===== config.mk =====
export PLATFORM = sky130hd
export DESIGN_NAME = prm_edge_scan_ctrl_flat
export DESIGN_NICKNAME = d
export VERILOG_FILES = /design/src/rtl/prm_pkg.sv /design/src/rtl/prm_edge_scan_ctrl_if.sv /design/src/rtl/prm_lat_pipe.sv /design/src/rtl/prm_edge_scan_ctrl.sv /design/src/flat_wrapper.sv
export SDC_FILE = /design/constraint.sdc
export NUM_CORES = 1
export LEC_CHECK = 0
export ABC_CLOCK_PERIOD_IN_PS = 2100
export CORE_AREA = 5 5 148 114
export DETAILED_ROUTE_END_ITERATION = 16
export DIE_AREA = 0 0 153 119
export GPL_TIMING_DRIVEN = 0
export MAX_ROUTING_LAYER = met4
export PLACE_DENSITY = 0.55
export RECOVER_POWER = 25
export SYNTH_ARGS = -nofsm -noshare
export SYNTH_HDL_FRONTEND = slang
export SYNTH_SLANG_ARGS = --single-unit
export TNS_END_PERCENT = 50

===== constraint.sdc =====
create_clock -name clk -period 2.1 [get_ports clk]
set_input_delay 0.21 -clock clk [delete_from_list [all_inputs] [get_ports clk]]
set_output_delay 0.21 -clock clk [all_outputs]
set_load 0.02 [all_outputs]

===== src/rtl/prm_pkg.sv =====
// rtl/prm_pkg.sv - shared types and constants for the PRM edge-scan controller
package prm_pkg;

  localparam int PRM_IN_W      = 15;
  localparam int PRM_NUM_EDGES = 64;

  typedef enum logic [1:0] {
    S_IDLE  = 2'd0,
    S_SCAN  = 2'd1,
    S_DRAIN = 2'd2,
    S_DONE  = 2'd3
  } scan_state_t;

endpackage


===== src/rtl/prm_edge_scan_ctrl_if.sv =====
// rtl/prm_edge_scan_ctrl_if.sv - sample, checker-bank and result signals of the edge-scan controller
interface prm_edge_scan_ctrl_if
  import prm_pkg::*;
#(
  parameter int IN_W      = PRM_IN_W,
  parameter int NUM_EDGES = PRM_NUM_EDGES,
  parameter int CNT_W     = 8
);
  logic                 start;
  logic [CNT_W-1:0]     pt_count;
  logic                 abort;
  logic                 pt_valid;
  logic                 pt_ready;
  logic [IN_W-1:0]      pt_data;
  logic [IN_W-1:0]      chk_vec;
  logic                 chk_vec_valid;
  logic [NUM_EDGES-1:0] chk_mask;
  logic                 res_valid;
  logic                 res_ready;
  logic [NUM_EDGES-1:0] res_mask;
  logic                 res_any;
  logic                 busy;

  // master is the controller, slave is the surrounding sample source / bank / planner
  modport master (
    input  start, pt_count, abort, pt_valid, pt_data, chk_mask, res_ready,
    output pt_ready, chk_vec, chk_vec_valid, res_valid, res_mask, res_any, busy
  );
  modport slave (
    output start, pt_count, abort, pt_valid, pt_data, chk_mask, res_ready,
    input  pt_ready, chk_vec, chk_vec_valid, res_valid, res_mask, res_any, busy
  );
endinterface


===== src/rtl/prm_lat_pipe.sv =====
// rtl/prm_lat_pipe.sv - valid shift register matching the checker-bank latency
module prm_lat_pipe #(
  parameter int DEPTH = 1
) (
  input  logic clk,
  input  logic rst_n,
  input  logic flush,
  input  logic in,
  output logic head,
  output logic tail,
  output logic any
);
  logic [DEPTH-1:0] v;

  always_ff @(posedge clk or negedge rst_n) begin
    if (!rst_n) begin
      v <= '0;
    end else if (flush) begin
      v <= '0;
    end else begin
      v[0] <= in;
      for (int i = 1; i < DEPTH; i++) v[i] <= v[i-1];
    end
  end

  assign head = v[0];
  assign tail = v[DEPTH-1];
  assign any  = |v;
endmodule


===== src/rtl/prm_edge_scan_ctrl.sv =====
// rtl/prm_edge_scan_ctrl.sv - feeds a sample burst to the edge-checker bank and ORs the blocked-edge masks
module prm_edge_scan_ctrl
  import prm_pkg::*;
#(
  parameter int IN_W      = PRM_IN_W,
  parameter int NUM_EDGES = PRM_NUM_EDGES,
  parameter int CNT_W     = 8,
  parameter int CHK_LAT   = 1
) (
  input  logic                 clk,
  input  logic                 rst_n,
  prm_edge_scan_ctrl_if.master bus
);
  scan_state_t          state, state_nx;
  logic [CNT_W-1:0]     remaining;
  logic [NUM_EDGES-1:0] acc;
  logic [IN_W-1:0]      chk_vec;
  logic                 pt_ready, res_valid, busy;
  logic                 accept, head, tail, inflight;

  assign accept = bus.pt_valid & pt_ready & ~bus.abort;

  // stage 0 of the pipe is chk_vec_valid itself; the tail lines up with the bank's mask
  prm_lat_pipe #(.DEPTH(CHK_LAT)) u_lat_pipe (
    .clk   (clk),
    .rst_n (rst_n),
    .flush (bus.abort),
    .in    (accept),
    .head  (head),
    .tail  (tail),
    .any   (inflight)
  );

  always_ff @(posedge clk or negedge rst_n) begin
    if (!rst_n) state <= S_IDLE;
    else        state <= state_nx;
  end

  always_comb begin
    state_nx = state;
    if (bus.abort) begin
      state_nx = S_IDLE;
    end else begin
      case (state)
        S_IDLE:  if (bus.start) state_nx = (bus.pt_count != '0) ? S_SCAN : S_DONE;
        S_SCAN:  if (accept && remaining == CNT_W'(1)) state_nx = S_DRAIN;
        S_DRAIN: if (!inflight) state_nx = S_DONE;
        S_DONE:  if (bus.res_ready) state_nx = S_IDLE;
        default: state_nx = S_IDLE;
      endcase
    end
  end

  always_comb begin
    pt_ready  = 1'b0;
    res_valid = 1'b0;
    busy      = 1'b1;
    case (state)
      S_IDLE:  busy      = 1'b0;
      S_SCAN:  pt_ready  = (remaining != '0);
      S_DONE:  res_valid = 1'b1;
      default: ;
    endcase
  end

  always_ff @(posedge clk or negedge rst_n) begin
    if (!rst_n) begin
      remaining <= '0;
      acc       <= '0;
      chk_vec   <= '0;
    end else if (bus.abort) begin
      remaining <= '0;
      acc       <= '0;
    end else if (state == S_IDLE && bus.start) begin
      remaining <= bus.pt_count;
      acc       <= '0;
    end else begin
      if (accept) begin
        chk_vec   <= bus.pt_data;
        remaining <= remaining - CNT_W'(1);
      end
      if (tail) acc <= acc | bus.chk_mask;
    end
  end

  assign bus.pt_ready      = pt_ready;
  assign bus.chk_vec       = chk_vec;
  assign bus.chk_vec_valid = head;
  assign bus.res_valid     = res_valid;
  assign bus.res_mask      = acc;
  assign bus.res_any       = |acc;
  assign bus.busy          = busy;
endmodule


===== src/flat_wrapper.sv =====
// flat-port wrapper written by rule: the top's interface ports become plain ports
module prm_edge_scan_ctrl_flat import prm_pkg::*;
#(
  parameter int IN_W      = PRM_IN_W,
  parameter int NUM_EDGES = PRM_NUM_EDGES,
  parameter int CNT_W     = 8,
  parameter int CHK_LAT   = 1
)
  (clk, rst_n, bus_start, bus_pt_count, bus_abort, bus_pt_valid, bus_pt_data, bus_chk_mask, bus_res_ready, bus_pt_ready, bus_chk_vec, bus_chk_vec_valid, bus_res_valid, bus_res_mask, bus_res_any, bus_busy);
  prm_edge_scan_ctrl_if #(.IN_W(IN_W), .NUM_EDGES(NUM_EDGES), .CNT_W(CNT_W)) bus_i ();
  input  logic clk;
  input  logic rst_n;
  input wire logic [$bits(bus_i.start)-1:0] bus_start;
  input wire logic [$bits(bus_i.pt_count)-1:0] bus_pt_count;
  input wire logic [$bits(bus_i.abort)-1:0] bus_abort;
  input wire logic [$bits(bus_i.pt_valid)-1:0] bus_pt_valid;
  input wire logic [$bits(bus_i.pt_data)-1:0] bus_pt_data;
  input wire logic [$bits(bus_i.chk_mask)-1:0] bus_chk_mask;
  input wire logic [$bits(bus_i.res_ready)-1:0] bus_res_ready;
  output wire logic [$bits(bus_i.pt_ready)-1:0] bus_pt_ready;
  output wire logic [$bits(bus_i.chk_vec)-1:0] bus_chk_vec;
  output wire logic [$bits(bus_i.chk_vec_valid)-1:0] bus_chk_vec_valid;
  output wire logic [$bits(bus_i.res_valid)-1:0] bus_res_valid;
  output wire logic [$bits(bus_i.res_mask)-1:0] bus_res_mask;
  output wire logic [$bits(bus_i.res_any)-1:0] bus_res_any;
  output wire logic [$bits(bus_i.busy)-1:0] bus_busy;
  assign bus_i.start = bus_start;
  assign bus_i.pt_count = bus_pt_count;
  assign bus_i.abort = bus_abort;
  assign bus_i.pt_valid = bus_pt_valid;
  assign bus_i.pt_data = bus_pt_data;
  assign bus_i.chk_mask = bus_chk_mask;
  assign bus_i.res_ready = bus_res_ready;
  assign bus_pt_ready = bus_i.pt_ready;
  assign bus_chk_vec = bus_i.chk_vec;
  assign bus_chk_vec_valid = bus_i.chk_vec_valid;
  assign bus_res_valid = bus_i.res_valid;
  assign bus_res_mask = bus_i.res_mask;
  assign bus_res_any = bus_i.res_any;
  assign bus_busy = bus_i.busy;
  prm_edge_scan_ctrl #(.IN_W(IN_W), .NUM_EDGES(NUM_EDGES), .CNT_W(CNT_W), .CHK_LAT(CHK_LAT)) u_core (.clk(clk), .rst_n(rst_n), .bus(bus_i));
endmodule

==> run summary <==
=====================================================================================================
Status ................................................................................. finished with violations
Violated checks ........................................................................ negative setup slack
FF/Latch Area ..........................................................................    2250 um^2
ANT cells ..............................................................................            0
Vertical die dimension .................................................................       119 um
DRC Markers ............................................................................            0
Port Buf Inserts .......................................................................          176
Fmax achieved ..........................................................................      460 MHz
Number of global-route vias before repair ..............................................        3,609
Worst Path Class, Setup ................................................................      reg2out
Switching part of the total ............................................................        0.332
Ratio of cells with drive above 1 in the final layout ..................................        0.122
Placement row count ....................................................................           39
CTS tree ...............................................................................         done
Ranking of synthesized cells by area ................................................... sky130_fd_sc_hd__dfrtp_1 60%, sky130_fd_sc_hd__a21oi_1 8.8%, sky130_fd_sc_hd__nor2_1 7.7%
Total length of routed wires ...........................................................    12,500 um
Detailed-route wire length per cell ....................................................      16.7 um
Part of the Yosys area used for sequential elements ....................................        0.602
Final estimated routing congestion in global placement .................................        0.846
Maximum clock skew at final layout .....................................................   0.00751 ns
Class of the most critical hold timing path ............................................       in2reg
Unrepaired setup endpoints after global routing ........................................          yes
Detailed-route vias per instance .......................................................         4.50
Detail Route Antenna Nets ..............................................................            0
Combined area of all synthesized cells .................................................    3740 um^2
Total Die Area .........................................................................  18,200 um^2
Pin count of the biggest net entering global routing ...................................           49
Synthesized instance count .............................................................          347
Share of the synthesized area in compound gates (AO/OA/AOI/OAI) ........................        0.125
Global route total overflow ............................................................            0
Bufs on Longest Clock Path .............................................................            2
Root buffer cell ....................................................................... sky130_fd_sc_hd__clkbuf_16
Arrival time worst endpoint ............................................................      1.96 ns
CP max FO ..............................................................................            2
Total GRT Usage ........................................................................        0.139
Setup TNS ..............................................................................   -0.0734 ns
Clk Latency, worst-skew pair ...........................................................      0.33 ns
Half-perimeter wire length after placement .............................................      9590 um
Length of the first detailed-routing pass in iterations ................................            4
Switching power of the nets ............................................................      2.05 mW
1st-iter DRT viols .....................................................................          141
Fill count .............................................................................        1,460
Worst reg2reg path depth ...............................................................            6
Depth of the CTS H-tree ................................................................            3
Syn_area_per_cell ......................................................................    10.8 um^2
Slew Limit Headroom ....................................................................        0.281
Number of distinct library cells after synthesis .......................................           37
Design internal power ..................................................................      4.13 mW
Most common flop cell mapped by yosys .................................................. sky130_fd_sc_hd__dfrtp_1
Slack of the worst reg-to-reg path .....................................................      0.15 ns
# Max-Cap Violations ...................................................................            0
Static leakage power ...................................................................      2.59 nW
Core area ..............................................................................  15,100 um^2
Area of the multi-input gates ..........................................................    1490 um^2
Post-synthesis share of cell area spent on full adders, half adders and majority gates .       0.0268
Most area-hungry cell type in the Yosys netlist ........................................ sky130_fd_sc_hd__dfrtp_1
Count of vias placed by the detailed router ............................................        3,368
Proportion of synthesized flip-flops having asynchronous set or reset ..................         1.00
Endpoint, Worst Hold ................................................................... u_core.bus.res_mask[21]
Total CTS buffers ......................................................................            9
Starting Density .......................................................................        0.247
Critical Path Sink Type ................................................................ primary output
Number of antenna violations at the first check in global routing ......................            0
Largest family of logic cells by synthesized area ...................................... simple AND/OR/NAND/NOR gates
Reg2reg start .......................................................................... u_core.remaining[0]
Maximum VDD drop .......................................................................     0.535 mV
Die X ..................................................................................       153 um
Layout overhead on the synthesized area ................................................        66.2%
Data required time at the worst endpoint ...............................................      1.89 ns
Time the worst path needs with I/O delays and setup ....................................      2.17 ns
Number of I/O pins .....................................................................          177
Share of the synthesized area in the top cell type .....................................        0.602
Wire length of the first global-routing pass ...........................................    19,700 um
Fin worst setup slack ..................................................................   -0.0734 ns
Share of the clock period used by the worst path .......................................         1.03
Portion of netlist area occupied by mux cells ..........................................       0.0522
Post-route total power .................................................................      6.19 mW
Flop and latch count out of synthesis ..................................................           90
Reg clk slew, reported paths ...........................................................      0.07 ns
Yosys synthesis warning count ..........................................................            0
Count of final max-slew check failures .................................................            0
Cells on Worst Hold Path ...............................................................            3
Final setup violation count ............................................................            1
Final core area utilization ............................................................        0.411
Syn nets ...............................................................................          448
Sequential fraction of design power ....................................................        0.362
Share of total power in the clock network ..............................................        0.279
Kind of start point of the critical path ...............................................    flip-flop
Number of hold violations in the final report ..........................................            0
Fin nets ...............................................................................          640
Fraction of the mapped netlist area in simple logic gates ..............................        0.157
Cell Pwr Density .......................................................................  996 nW/um^2
Area share of xor/xnor cells in the synthesized design .................................      0.00937
Worst-margin pin slew ..................................................................      1.08 ns
Hold path startpoint ................................................................... bus_chk_mask[21]
Reg-to-reg critical path endpoint ...................................................... u_core.state[0]
Post-synth EDFFs .......................................................................            0
Comb pwr share .........................................................................        0.360
Sinks on Clock Net .....................................................................           90
=====================================================================================================
per-stage QoR:
stage | hold slack, ns | area, um^2 | cells | worst slack (ns)
CTS | 0.439 | 6170 | 745 | -0.139
detailed placement | 0.256 | 5780 | 729 | -0.459
global placement | 0.490 | 5760 | 728 | -2.61
floorplan | -0.0856 | 3740 | 347 | 0.168
finish | 0.468 | 6210 | 748 | -0.0734
global route | 0.464 | 6210 | 748 | -0.149
worst max path at each step:
| stage | startpoint | slack (ns) | end |
|---|---|---|---|
| global route | u_core.bus.res_mask[27] | -0.15 | bus_res_any |
| CTS | u_core.bus.res_mask[24] | -0.14 | bus_res_any |
| finish | u_core.bus.res_mask[27] | -0.07 | bus_res_any |
| floorplan | u_core.remaining[0] | 0.17 | u_core.bus.chk_vec[10] |
| detailed placement | u_core.bus.res_mask[27] | -0.46 | bus_res_any |
| global placement | rst_n | -2.61 | u_core.bus.res_mask[53] |
layer usage:
metal / wire, um / global-route usage / vias up
met5: 0 / - / -
met4: 289 / 0.0440 / 0
met3: 824 / 0.0435 / 19
met2: 5490 / 0.203 / 116
met1: 5870 / 0.186 / 1628
li1: - / - / 1605
synthesized netlist by cell type, types with 3 or more instances:
library cell / number
sky130_fd_sc_hd__a211oi_1: 8
sky130_fd_sc_hd__nor4_1: 17
sky130_fd_sc_hd__clkbuf_1: 14
sky130_fd_sc_hd__inv_1: 9
sky130_fd_sc_hd__nand2_1: 3
sky130_fd_sc_hd__nor3_1: 3
sky130_fd_sc_hd__a21oi_1: 66
sky130_fd_sc_hd__dfrtp_1: 90
sky130_fd_sc_hd__nand4_1: 5
sky130_fd_sc_hd__mux2_2: 16
sky130_fd_sc_hd__ha_1: 8
sky130_fd_sc_hd__xnor2_1: 4
sky130_fd_sc_hd__nor2_1: 77
cells by family after synthesis:
kind of cell               count (synthesis)
buffers and inverters                     26
DFF                                       90
AOI/OAI and AO/OA                         83
muxes                                     17
and+or+nand+nor                          119
adders and majority gates                  8
xor gates and xnor gates                   4
cell type report:
cell class	count	share of cell area
Timing Repair Buffer	181	0.288
Multi-Input combinational cell	231	0.240
Clock inverter	6	0.0145
Buffer	17	0.0129
Tap cell	205	0.0413
Inverter	9	0.00544
Sequential cell	90	0.362
Clock buffer	9	0.0362
registers in the layout, indices dropped and copies added (netlist names):
signal                 flops
u_core.remaining           8
u_core.u_lat_pipe.any      1
u_core.bus.res_mask       64
u_core.bus.chk_vec        15
u_core.state               2
cell usage in the layout, fill, tap and decap left out, drive strengths merged, types with 3 or more instances in the layout:
cell / n
clkdlybuf4s50: 173
dfrtp: 90
nor2: 78
a21oi: 66
clkbuf: 26
nor4: 18
mux2: 17
inv: 11
a211oi: 8
ha: 8
buf: 7
nand4: 5
xnor2: 4
nor3: 3
nand2: 3
critical path, cell delays in order, from the launching register on:
cell                      delay [ns]
sky130_fd_sc_hd__dfrtp_1        0.41
sky130_fd_sc_hd__nor4_4         0.37
sky130_fd_sc_hd__nand4_1        0.15
sky130_fd_sc_hd__or4_1          0.53
sky130_fd_sc_hd__buf_2          0.18
what timing repair did:
item | CTS | global route
hold buffers | 1 | 0
endpoints found under the hold margin | 42 | 0
buffers inserted | 0 | 3
gates resized for setup | 18 | 17
endpoints found under the setup margin | 72 | 75
pin swaps | 3 | 4
power by group through the flow:
stage	logic, mW	clock network [mW]	registers (mW)
2_1_floorplan	0.959	0	2.46
3_3_place_gp	2.19	0	2.23
3_5_place_dp	2.21	0	2.24
4_1_cts	2.23	1.79	2.23
5_1_grt	2.42	1.85	2.27
6_report	2.22	1.72	2.24
Power figures use the tool's default switching activity.
==> RTL edit 1, RTL diff (same settings) <==
Change the package constant `PRM_NUM_EDGES` from 64 to 32.
--- a/src/rtl/prm_pkg.sv
+++ b/src/rtl/prm_pkg.sv
@@ -4,3 +4,3 @@
   localparam int PRM_IN_W      = 15;
-  localparam int PRM_NUM_EDGES = 64;
+  localparam int PRM_NUM_EDGES = 32;
 
Ports: changed (resized bus_chk_mask and bus_res_mask); port bits go from 177 to 113. No check against the original RTL was run, so the function may have changed too.
==> RTL edit 1 against the original RTL <==
Register-to-register slack worse by 50 ps; worst setup slack better by 170 ps; global-route usage fell by 4.1 points; wire length fell by 33%; synthesized area is 31% lower; total power shrank 20%; design area shrank 30%; sequential cell count shrank 32; largest cell class unchanged.
==> RTL edit 1: results (changes against the original RTL) <==
* Status: completed
* Critical path class: register to register
* Met2 Use GR at 13.9% (-6.4 points)
* Clock-pin slew on the worst setup and hold paths at 50 ps (-20 ps)
* Met1 wire length at 4.08 mm (-31%)
* Crit path DAT at 2200 ps (+240 ps)
* Crit path largest cell delay at 430 ps (-100 ps)
* Skew final at 8.10 ps (+0.594 ps)
* Synth top area cells: dfrtp_1 56%, mux2_2 7.0%, a21oi_1 6.6%, nor2_1 6.6%, ha_1 3.9%
* Placed Cells at 553 (-24%)
* Routed wire length at 8.39 mm (-33%)
* DR WL/cell at 14.7 µm (-12%)
* Vias per cell at 3.93 (-13%)
* Layout cell share with drive strength beyond 1 at 15.0% (+2.8 points)
* PostCTS Resize Cnt at 8 (-10)
* FF-to-FF setup slack at 100 ps (-50 ps)
* WL met3 at 582 µm (-29%)
* Fin crit share at 95.2% (-8.3 points)
* Global-route wire length before repair at 13.7 mm (-30%)
* Cell family with most CP delay: simple AND/OR/NAND/NOR gates
* Slowest cell on crit path: or3_4
* Filler instances at 1616 (+11%)
* Hold slack at 484 ps (+15.2 ps)
* GRT met3 Usage at 3.88% (-0.47 points)
* Mean Syn Cell Area at 11.0 µm² (+1.8%)
* IO Port Bufs at 112 (-36%)
* Dpl cell area at 3970 µm² (-31%)
* Pre-CTS setup slack at -285 ps (+173 ps)
* Sum Neg Setup Slack at 0 ps (+73.4 ps)
* Gr usage total at 9.84% (-4.1 points)
* Post-DP HPWL at 6.50 mm (-32%)
* Crit path max fanout at 4 (+2)
* Final Wtd Congestion at 0.762 (-10%)
* Pin count of the biggest net entering global routing at 32 (-35%)
* R2R cell count at 6 (unchanged)
* WL met2 at 3.65 mm (-34%)
* Actual slew at the worst max-slew pin at 737 ps (-341 ps)
* Fin nets at 431 (-33%)
* Met1 Use GR at 13.3% (-5.4 points)
* Initial DRC Count at 82 (-42%)
* Maximum vdd ir drop at 0.000621 V (+16%)
* Post-CTS setup buffers at 1 (+1)
* Hold_sp: bus_chk_mask[15]
* Initial antenna violation count at 0 (unchanged)
* Vias in the first global route at 2461 (-32%)
* Leakage at 1.78 nW (-32%)
* Post-synthesis sequential area ratio at 56.3% (-3.9 points)
* Worst Hold End: u_core.bus.res_mask[15]$_DFFE_PN0P_
* Net count after synthesis at 304 (-32%)
RTL edit 1: where the power goes:
group	leakage, nW	switching (W)	internal [W]	total (W)
Sequential	0.775	0.000192	0.00136	0.00155
Clock	0.156	0.000509	0.00107	0.00158
Combinational	0.845	0.000915	0.000933	0.00185
Total	1.78	0.00162	0.00336	0.00497
RTL edit 1: cells by family after synthesis:
group                    synth area share [%]
buffers and inverters                    3.06
multiplexers                             7.58
flip-flops                               56.3
AND/OR/NAND/NOR                          15.8
XOR/XNOR                                 1.36
adder cells (fa/ha/maj)                  3.89
AO/OA/AOI/OAI                            11.9
RTL edit 1: area by class of cell:
cell class                 instances  area, µm²  area share (%)
sequential                        58       1450            33.4
buffer                            10       41.3           0.950
inverter                           9       33.8           0.777
clock inverter                     5       77.6            1.78
tap                              205        256            5.90
multi-input combinational        157       1100            25.2
clock buffer                      11        243            5.58
timing repair buffer             117       1150            26.4
==> RTL edit 2, RTL diff (config.mk and constraints unchanged) <==
Without the edit above. Reset style: synchronous (`rst_n`), changed in 3 clocked blocks.
--- a/src/rtl/prm_lat_pipe.sv
+++ b/src/rtl/prm_lat_pipe.sv
@@ -14,3 +14,3 @@
 
-  always_ff @(posedge clk or negedge rst_n) begin
+  always_ff @(posedge clk) begin
     if (!rst_n) begin
--- a/src/rtl/prm_edge_scan_ctrl.sv
+++ b/src/rtl/prm_edge_scan_ctrl.sv
@@ -33,3 +33,3 @@
 
-  always_ff @(posedge clk or negedge rst_n) begin
+  always_ff @(posedge clk) begin
     if (!rst_n) state <= S_IDLE;
@@ -65,3 +65,3 @@
 
-  always_ff @(posedge clk or negedge rst_n) begin
+  always_ff @(posedge clk) begin
     if (!rst_n) begin
Formal check against the unedited RTL: differs if rst_n is asserted again (counterexample within 4 cycles, from zero or initial values and one cycle with rst_n low); with rst_n held inactive, the same outputs for 4 cycles.
==> RTL edit 2 against the original RTL <==
Final cell count rose by 4.8%; maximum frequency increased by 4.1%; sequential cell count stayed put; wire length fell by 1.0%; highest routed layer unchanged; synthesized area decreased by 9.8%; design area shrank 5.7%; global-route usage grew 0.075 points; critical endpoint unchanged; worst setup slack gained 86 ps; via count increased by 3.6%.
Power is not compared: it rests on default switching activity, and its combinational part moved more than twofold at a synthesized area within 25%.
==> RTL edit 2: results (changes against the original RTL) <==
* Fin cells at 784 (+4.8%)
* Post-DP HPWL at 9.59 mm (about the same)
* Synth Instances at 387 (+12%)
* Number of non-clock inverters at 8 (-1)
* Slowest cell on crit path: or4_4
* Final Wtd Congestion at 0.831 (-1.9%)
* Buffers outside the clock class at 197 (-0.51%)
* Top cells by count, synth: 90 x dfxtp_1, 70 x a21oi_1, 68 x nor2_1
* Fin nets at 675 (+5.5%)
* Synth Area in Compound Gates at 18.5% (+6.0 points)
* Status: completed
* DR pass1 iterations at 5 (+1)
* Pre-CTS setup slack at -319 ps (+139 ps)
* IO Port Bufs at 175 (-0.57%)
* Fraction of area in multi-input gates at 26.7% (+2.8 points)
* Synth top area cells: dfxtp_1 53%, a21oi_1 10%, nor2_1 7.6%, nor4_1 3.3%, ha_1 3.0%
* Clk cell area share at 6.00% (+0.93 points)
* Final core area utilization at 38.7% (-2.3 points)
* Dpl cell area at 5380 µm² (-6.9%)
* Buffer share of cell area at 31.6% (+1.5 points)
* Gr usage total at 14.0% (+0.075 points)
* Global-route wire length before repair at 19.8 mm (+0.42%)
* Worst-Skew Late Latency at 350 ps (+20 ps)
* Met1 Use GR at 18.1% (-0.50 points)
* Clock buffer count at 10 (+1)
* Crit path max fanout at 3 (+1)
* GRT met3 Usage at 4.31% (-0.036 points)
[RTL edit 2: cell count changes after synthesis, moves of 15 or more]
cell,delta
dfrtp_1,-90
dfxtp_1,+90
mux2_2,-16
nand2_1,+18
nand3_1,+15
o21ai_1,+15
[RTL edit 2: final timing paths]
check / startpoint / to / slack (ps)
max reg2reg: u_core.remaining[0]$_SDFFE_PP0P_ / u_core.state[1]$_SDFFE_PP0P_ / 60
min reg2reg: u_core.bus.chk_vec[4]$_SDFFE_PN0P_ / u_core.bus.chk_vec[4]$_SDFFE_PN0P_ / 450
max: u_core.bus.res_mask[35]$_SDFFE_PP0P_ / bus_res_any / 10
min: rst_n / u_core.bus.chk_vec[14]$_SDFFE_PN0P_ / 200
[RTL edit 2: worst register-to-register path, stage by stage, from the launching register on]
cell and delay (ps):
dfxtp_1 400, inv_1 90, ha_2 250, or4bb_1 560, o31ai_4 300, and2_2 230
a311oi_2 90
